--- config.mk ---
export PLATFORM = sky130hd
export DESIGN_NAME = plot_step_driver
export DESIGN_NICKNAME = d
export VERILOG_FILES = /design/src/rtl/plot_step_driver.sv
export SDC_FILE = /design/constraint.sdc
export NUM_CORES = 1
export LEC_CHECK = 0
export ABC_AREA = 1
export BUFFER_PORTS_ARGS = -buffer_cell sky130_fd_sc_hd__buf_2
export CAP_MARGIN = 5
export CORE_ASPECT_RATIO = 0.8
export CORE_MARGIN = 3
export CORE_UTILIZATION = 50
export DETAILED_ROUTE_END_ITERATION = 12
export GPL_ROUTABILITY_DRIVEN = 0
export GPL_TIMING_DRIVEN = 0
export PLACE_DENSITY = 0.69
export SYNTH_ARGS = -nofsm -noshare
export SYNTH_HDL_FRONTEND = slang
export SYNTH_SLANG_ARGS = --single-unit
--- constraint.sdc ---
create_clock -name clk -period 5.1 [get_ports clk]
set_input_delay 1.02 -clock clk [delete_from_list [all_inputs] [get_ports clk]]
set_output_delay 1.02 -clock clk [all_outputs]
set_load 0.005 [all_outputs]
--- src/rtl/plot_step_driver.sv ---
// rtl/plot_step_driver.sv - cursor target to rate-limited step/dir pulses with pen control
// Commands are latched in IDLE only; each step slot is SETUP (dir), STEP (pulse), then WAIT.
module plot_step_driver #(
  parameter int STEP_PERIOD = 80000,
  parameter int PEN_SETTLE  = 40000,
  parameter int X_MAX       = 1023,
  parameter int Y_MAX       = 767
) (
  input  logic        clk,
  input  logic        rst,
  input  logic        enable,
  input  logic [11:0] target_x,
  input  logic [11:0] target_y,
  input  logic        pen_req,
  output logic        step_x,
  output logic        dir_x,
  output logic        step_y,
  output logic        dir_y,
  output logic        pen_down,
  output logic [11:0] head_x,
  output logic [11:0] head_y,
  output logic        busy,
  output logic        at_target
);

  typedef enum logic [2:0] {IDLE, PEN, SETUP, STEP, WAIT} state_t;

  localparam logic [11:0] X_LIM       = 12'(X_MAX);
  localparam logic [11:0] Y_LIM       = 12'(Y_MAX);
  localparam logic [19:0] SLOT_LAST   = 20'(STEP_PERIOD - 1);
  localparam logic [19:0] SETTLE_LAST = 20'(PEN_SETTLE - 1);

  state_t      state, next_state;
  logic [11:0] tx, ty, lx, ly;
  logic        lpen;
  logic [19:0] cnt;
  logic        pos_match_in, pos_match_lat;

  logic        step_x_nxt, step_y_nxt, dir_x_nxt, dir_y_nxt, pen_nxt;
  logic        busy_nxt, at_target_nxt, lpen_nxt;
  logic [11:0] head_x_nxt, head_y_nxt, lx_nxt, ly_nxt;
  logic [19:0] cnt_nxt;

  assign tx = (target_x > X_LIM) ? X_LIM : target_x;
  assign ty = (target_y > Y_LIM) ? Y_LIM : target_y;
  assign pos_match_in  = (head_x == tx) && (head_y == ty);
  assign pos_match_lat = (head_x == lx) && (head_y == ly);

  always_ff @(posedge clk) begin
    if (!rst) begin
      state     <= IDLE;
      step_x    <= 1'b0;
      step_y    <= 1'b0;
      dir_x     <= 1'b0;
      dir_y     <= 1'b0;
      pen_down  <= 1'b0;
      head_x    <= '0;
      head_y    <= '0;
      busy      <= 1'b0;
      at_target <= 1'b0;
      lx        <= '0;
      ly        <= '0;
      lpen      <= 1'b0;
      cnt       <= '0;
    end else begin
      state     <= next_state;
      step_x    <= step_x_nxt;
      step_y    <= step_y_nxt;
      dir_x     <= dir_x_nxt;
      dir_y     <= dir_y_nxt;
      pen_down  <= pen_nxt;
      head_x    <= head_x_nxt;
      head_y    <= head_y_nxt;
      busy      <= busy_nxt;
      at_target <= at_target_nxt;
      lx        <= lx_nxt;
      ly        <= ly_nxt;
      lpen      <= lpen_nxt;
      cnt       <= cnt_nxt;
    end
  end

  // Pen changes take priority so the head never drags with the pen mid-transition.
  always_comb begin
    next_state = state;
    case (state)
      IDLE: begin
        if (enable) begin
          if (pen_req != pen_down) next_state = PEN;
          else if (!pos_match_in)  next_state = SETUP;
        end
      end
      PEN:     if (cnt == SETTLE_LAST) next_state = pos_match_lat ? IDLE : SETUP;
      SETUP:   next_state = STEP;
      STEP:    next_state = WAIT;
      WAIT:    if (cnt == SLOT_LAST) next_state = (!enable || pos_match_lat) ? IDLE : SETUP;
      default: next_state = IDLE;
    endcase
  end

  always_comb begin
    step_x_nxt    = 1'b0;
    step_y_nxt    = 1'b0;
    dir_x_nxt     = dir_x;
    dir_y_nxt     = dir_y;
    pen_nxt       = pen_down;
    head_x_nxt    = head_x;
    head_y_nxt    = head_y;
    lx_nxt        = lx;
    ly_nxt        = ly;
    lpen_nxt      = lpen;
    busy_nxt      = (next_state != IDLE);
    at_target_nxt = (state == IDLE) && pos_match_in && (pen_down == pen_req);
    cnt_nxt       = cnt + 20'd1;
    case (state)
      IDLE: begin
        cnt_nxt = '0;
        if (next_state != IDLE) begin
          lx_nxt   = tx;
          ly_nxt   = ty;
          lpen_nxt = pen_req;
        end
      end
      PEN:   pen_nxt = lpen;
      // Slot cycle 0: the STEP state counts as cycle 1.
      SETUP: begin
        cnt_nxt   = 20'd1;
        dir_x_nxt = (lx > head_x);
        dir_y_nxt = (ly > head_y);
      end
      STEP: begin
        if (lx != head_x) begin
          step_x_nxt = 1'b1;
          head_x_nxt = dir_x ? head_x + 12'd1 : head_x - 12'd1;
        end
        if (ly != head_y) begin
          step_y_nxt = 1'b1;
          head_y_nxt = dir_y ? head_y + 12'd1 : head_y - 12'd1;
        end
      end
      default: ;
    endcase
  end

endmodule
* Yosys cells after proc, flatten, opt, wreduce, memory -nomap -nowiden
Index checks and enable logic that the tools add are counted.
** Word-level totals
- Flip-flop bits (word level) :: 79
- Bits in latches :: 0
- Memory bits (writable) :: 0
- ROM bits :: 0
- Logic and storage cells :: 64
- Memories :: 0
** Cells by class
- Add/subtract/negate cells :: 5
- Multipliers :: 0
- Div/mod/pow operators :: 0
- Order comparisons :: 4
- Equal/unequal tests :: 14
- Shift-type cells :: 0
- Multiplexer cells :: 15
- Bitwise logic cells :: 0
- Reductions and logical operators :: 12
** Operators with widths (count)
- $eq A12 B12 Y1 :: 4
- $mux W12 :: 4
- $pmux W20 S2 :: 1
- $add A12 B1 Y12 const B :: 2
- $gt A12 B10 Y1 const B :: 2
- $gt A12 B12 Y1 :: 2
- $ne A12 B12 Y1 :: 2
- $sub A12 B1 Y12 const B :: 2
- $add A20 B1 Y20 const B :: 1
- $eq A20 B16 Y1 const B :: 1
- $eq A20 B17 Y1 const B :: 1
- $mux W3 :: 5
- $pmux W3 S5 :: 1
- $reduce_and A2 Y1 :: 4
- $eq A3 B2 Y1 const B :: 2
- $logic_and A1 B1 Y1 :: 4
- $mux W2 :: 2
- $eq A3 B1 Y1 const B :: 1
- $eq A3 B3 Y1 const B :: 1
- $logic_not A3 Y1 :: 1
- $reduce_bool A3 Y1 :: 1
- $mux W1 :: 2
- $eq A1 B1 Y1 :: 1
- $logic_not A1 Y1 :: 1
- 2 further kinds :: 2

* Longest topological paths before layout
- Depth after elaboration :: 10
- Mapped depth :: 19
- Gate-level depth less buffers :: 18

* Worst setup path before layout
No wires, ideal clock.
- Path kind :: input to register
- Start :: input target_y[10]
- End :: register lx[0]
- Data arrival time :: 2.500 ns
- Path slack :: 2.485 ns
- Stages on the path :: 16
- Buffers on the path :: 2
- Cell sequence :: nor2_2 > buf_4 > nand3_1 > nand2_1 > nand2_1 > nor2_1 > nand2_1 > nor2_1 > nand2_1 > nand3_2 > nand2_2 > nor2_4 > nand3_4 > buf_4 > a21oi_1 > nor2_1
** On the way
- Cells in the longest elaborated chain, start to end :: 10
** Ends and longest elaborated chain
- from (decl) :: line 13 : input logic [11:0] target_y,
- $gt A12 B10 Y1 :: line 45 : assign ty = (target_y > Y_LIM) ? Y_LIM : target_y;
- $mux W12 * :: line 45
- $eq A12 B12 Y1 * :: line 46 : assign pos_match_in = (head_x == tx) && (head_y == ty);
- $logic_and A1 B1 Y1 * :: line 46
- $mux W3 * :: line 90 : else if (!pos_match_in) next_state = SETUP;
- $mux W3 * :: line 89 : if (pen_req != pen_down) next_state = PEN;
- $mux W3 * :: line 88 : if (enable) begin
- $pmux W3 S5 * :: line 86 : case (state)
- $reduce_bool A3 Y1 * :: line 118 : if (next_state != IDLE) begin
- $reduce_and A2 Y1 (no source line) *
- to (signal assigned) :: line 76 : lx <= lx_nxt;
- to (decl) :: line 34 : logic [11:0] tx, ty, lx, ly;
Mark *: on every way between the ends. The rest lies on a longest branch, timed or not.
A chain may end at the register's enable or synchronous reset.

* Worst setup path in the final report
- Start :: input target_y[10]
- End :: register lx[2]
The elaborated chain is that of the path after synthesis.

==> flow_summary.json <==
{
  "status": "finished clean",
  "routed.top_layer": "met4",
  "leakagePower_uw": 0.00301,
  "synth_seq_area_share_pct": 30.2,
  "fin_crit_sh_pct": 55.0,
  "path_max_fanout": 10,
  "grtUsageTotal_pct": 24.1,
  "layout-drive-gt1-share_pct": 10.3,
  "io_pins": 59,
  "synthFlopType": "dfxtp_1",
  "muxShareOfSynthArea_pct": 0,
  "vias_per_cell": 5.29,
  "synthCells": 789,
  "core_sq_mm": 0.00993,
  "worst_pin_slew_ns": 0.604,
  "vdd_drop_max_v": 0.000242,
  "antenna_found_initial": 0,
  "areaGrowthSynthToFinish_pct": 15.0,
  "via_count": 5289,
  "stdcell_count": 999,
  "synth_edf_count": 0,
  "yosysWarnings": 0,
  "dpl_cell_area_sq_mm": 0.00569,
  "tns_ns": 0,
  "drc": 0,
  "die_h_microns": 97.5,
  "slowest_stage": "buf_4",
  "synth_xor_area_share_pct": 2.85,
  "crit_required_ns": 5.32,
  "met2_length_microns": 6460,
  "crit_arrival_ns": 3.03,
  "pwr_density_cell_mw_per_mm2": 485,
  "synth.cell_area_sq_mm": 0.00523,
  "synth_top_family_by_area": "simple AND/OR/NAND/NOR gates",
  "fin_crit_ns": 2.81,
  "crit_chain": "buf_2, nor2_2, buf_4, nand3_1, nand2_1, nand2_1, nor2_1, nand2_1, nor2_1, nand2_1, nand2_1, nand2_1, nand2_1, nand2_1, nand3_4, buf_6, nand3_1, nand2_1, nor2_1",
  "clock_latency_ns": 0.33,
  "cp-end-kind": "flip-flop",
  "crit_path_start_kind": "primary input",
  "dr.pass1.iters": 6,
  "syn_avg_cell_area_sq_um": 6.63,
  "cts_tree": "yes",
  "drt_iter0_markers": 392,
  "critPathKind": "primary input to flip-flop",
  "synthAdderAreaFrac_pct": 11.5,
  "cpLargestDelayFamily": "simple AND/OR/NAND/NOR gates",
  "synth_compound_area_share_pct": 16.6,
  "rows": 32,
  "pre_cts_ws_ns": 2.00,
  "clk_pin_slew_ns": 0.06,
  "multi_input_area_sq_mm": 0.00308,
  "m1WireLength_microns": 6900,
  "synth_seq_cells": 79,
  "dp.cells": 983,
  "grt_pass1_vias": 4803,
  "cts-root-buf": "clkbuf_16",
  "hp-class": "flip-flop to flip-flop",
  "fin_worst_skew_ns": 0.00539,
  "cts_resized": 0,
  "h-tree-depth": 3,
  "finalMaxSlewViolations": 0,
  "cts_buffers": 9,
  "synth.net_count": 864,
  "detail_route.wl_per_cell_microns": 14.3,
  "fillers": 1002,
  "finalWirelength_microns": 14300,
  "slew_headroom_pct": 59.5,
  "die_w_microns": 120,
  "start_util_pct": 52.7,
  "post-cts-setup-buffers": 0,
  "fin_area_sq_mm": 0.00602,
  "seq_area_sq_mm": 0.00158,
  "met3WireLength_microns": 757,
  "finalNetCount": 933,
  "setup_ws_ns": 2.29,
  "ys_types": 32,
  "clkSinkCount": 79,
  "max_freq_mhz": 356,
  "port_buffers": 58,
  "rsz0062_at_grt": "false",
  "synthArstFlopShare_pct": 0,
  "dp_hpwl_microns": 11100,
  "clockBufferDepth": 2,
  "hold_viol": 0,
  "synth-simple-area-share_pct": 28.0,
  "cp_num_buf_inv": 3,
  "setup_viol": 0,
  "grt_overflow": 0,
  "fp.dieArea_sq_mm": 0.0117,
  "cpPeakStageDelay_ns": 0.19,
  "ctsHoldBuffers": 0,
  "critPathMostFrequentCell": "nand2_1",
  "max_cap_violations": 0,
  "ant_nets": 0,
  "antennaDiodeCount": 0,
  "grt_start_max_net_pins": 14,
  "grt_pass1_wl_microns": 23100
}
## flip-flops by register name (all words and copies together), names as in the netlist
name       cells
cnt           20
head_x        12
head_y        12
lx            12
ly            12
state          3
at_target      1
busy           1
dir_x          1
dir_y          1
lpen           1
pen_down       1
step_x         1
step_y         1
## cells in the mapped netlist, types with 2 or more instances
master	n	area [sq um]
nand2_1	154	578
inv_1	120	450
a21oi_1	103	515
nor2_1	81	304
dfxtp_1	79	1580
nand3_1	55	275
o21ai_0	49	245
ha_1	45	563
nor3_1	18	90.1
clkbuf_1	13	48.8
nand4_1	11	68.8
xor2_1	10	87.6
xnor2_1	7	61.3
o2111ai_1	6	52.6
nor4_1	5	31.3
nand3b_1	4	30.0
buf_4	3	22.5
buf_6	3	33.8
nand2_2	3	18.8
o21ai_1	3	15.0
a211oi_1	2	15.0
a31oi_1	2	12.5
fa_1	2	40.0
inv_2	2	7.51
nor2_4	2	22.5
## where the power goes
part | total, uW | internal [uW] | switching [uW] | leakage (uW)
registers | 821 | 730 | 90.8 | 0.000644
logic | 1390 | 522 | 870 | 0.00221
clock network | 703 | 455 | 248 | 0.000160
## tightest hold or removal path, stage by stage (launching register included)
cell and delay, ns:
dfxtp_1 0.31, nand2_1 0.05, nor2_1 0.03
## cells in the final DEF, fill, tap and decap left out
cell type,Yosys,final
nand4_1,11,11
bufinv_16,0,2
nor2_2,1,1
nand3b_1,4,4
nor2_4,2,2
nand3_1,55,55
dfxtp_1,79,79
buf_4,3,3
nand2_1,154,154
buf_1,1,1
o21ai_0,49,49
nand3_4,1,1
o211ai_1,1,1
clkbuf_8,0,2
nor4_1,5,5
o2111ai_1,6,6
inv_2,2,2
a31oi_1,2,2
fa_1,2,2
buf_2,0,58
nor3_1,18,18
a21oi_1,103,103
inv_1,120,120
clkbuf_16,0,9
buf_6,3,3
o21ai_1,3,3
nand2_2,3,3
xor2_1,10,10
o22ai_1,1,1
clkinv_2,0,1
ha_1,45,45
xnor2_1,7,7
a211oi_1,2,2
clkbuf_1,13,15
nand3_2,1,1
nor2_1,81,81
nor3_2,1,1
## metrics by stage
step	hold slack, ns	total power [uW]	util [%]
3_3_place_gp	0.426	2150	57.3
6_report	0.440	2920	60.6
2_1_floorplan	0.419	1850	-
5_1_grt	0.472	3140	60.6
3_5_place_dp	0.432	2190	57.3
4_1_cts	0.440	2910	60.6
## path summary, 6_finish.rpt
check | start | to | slack [ns] | depth (start not counted)
max reg2reg | head_x[1] | lx[2] | 2.54 | 12
min reg2reg | ly[10] | ly[10] | 0.44 | 2
min | ly[10] | ly[10] | 0.44 | 2
max | target_y[10] | lx[2] | 2.29 | 19
## cell families (layout without fill, tap and decap cells)
kind of cell,Yosys count,count (layout)
AND/OR/NAND/NOR,337,337
AO/OA/AOI/OAI,167,167
buffers and inverters,142,216
flip-flops,79,79
adder cells (fa/ha/maj),47,47
XOR/XNOR,17,17
## layout make-up
cell class,instances,share of cell area [%]
Multi-Input combinational cell,568,51.2
Buffer,20,1.81
Clock buffer,13,4.32
Timing Repair Buffer,58,4.82
Inverter,122,7.61
Sequential cell,79,26.3
Clock inverter,3,1.08
Tap cell,136,2.83
## metal layers
layer	up-vias	global-route usage (%)
met5	-	0
met4	0	4.79
met3	17	4.71
met2	130	38.3
met1	2407	33.9
li1	2735	-
No activity file was read; power rests on OpenSTA's default activity.
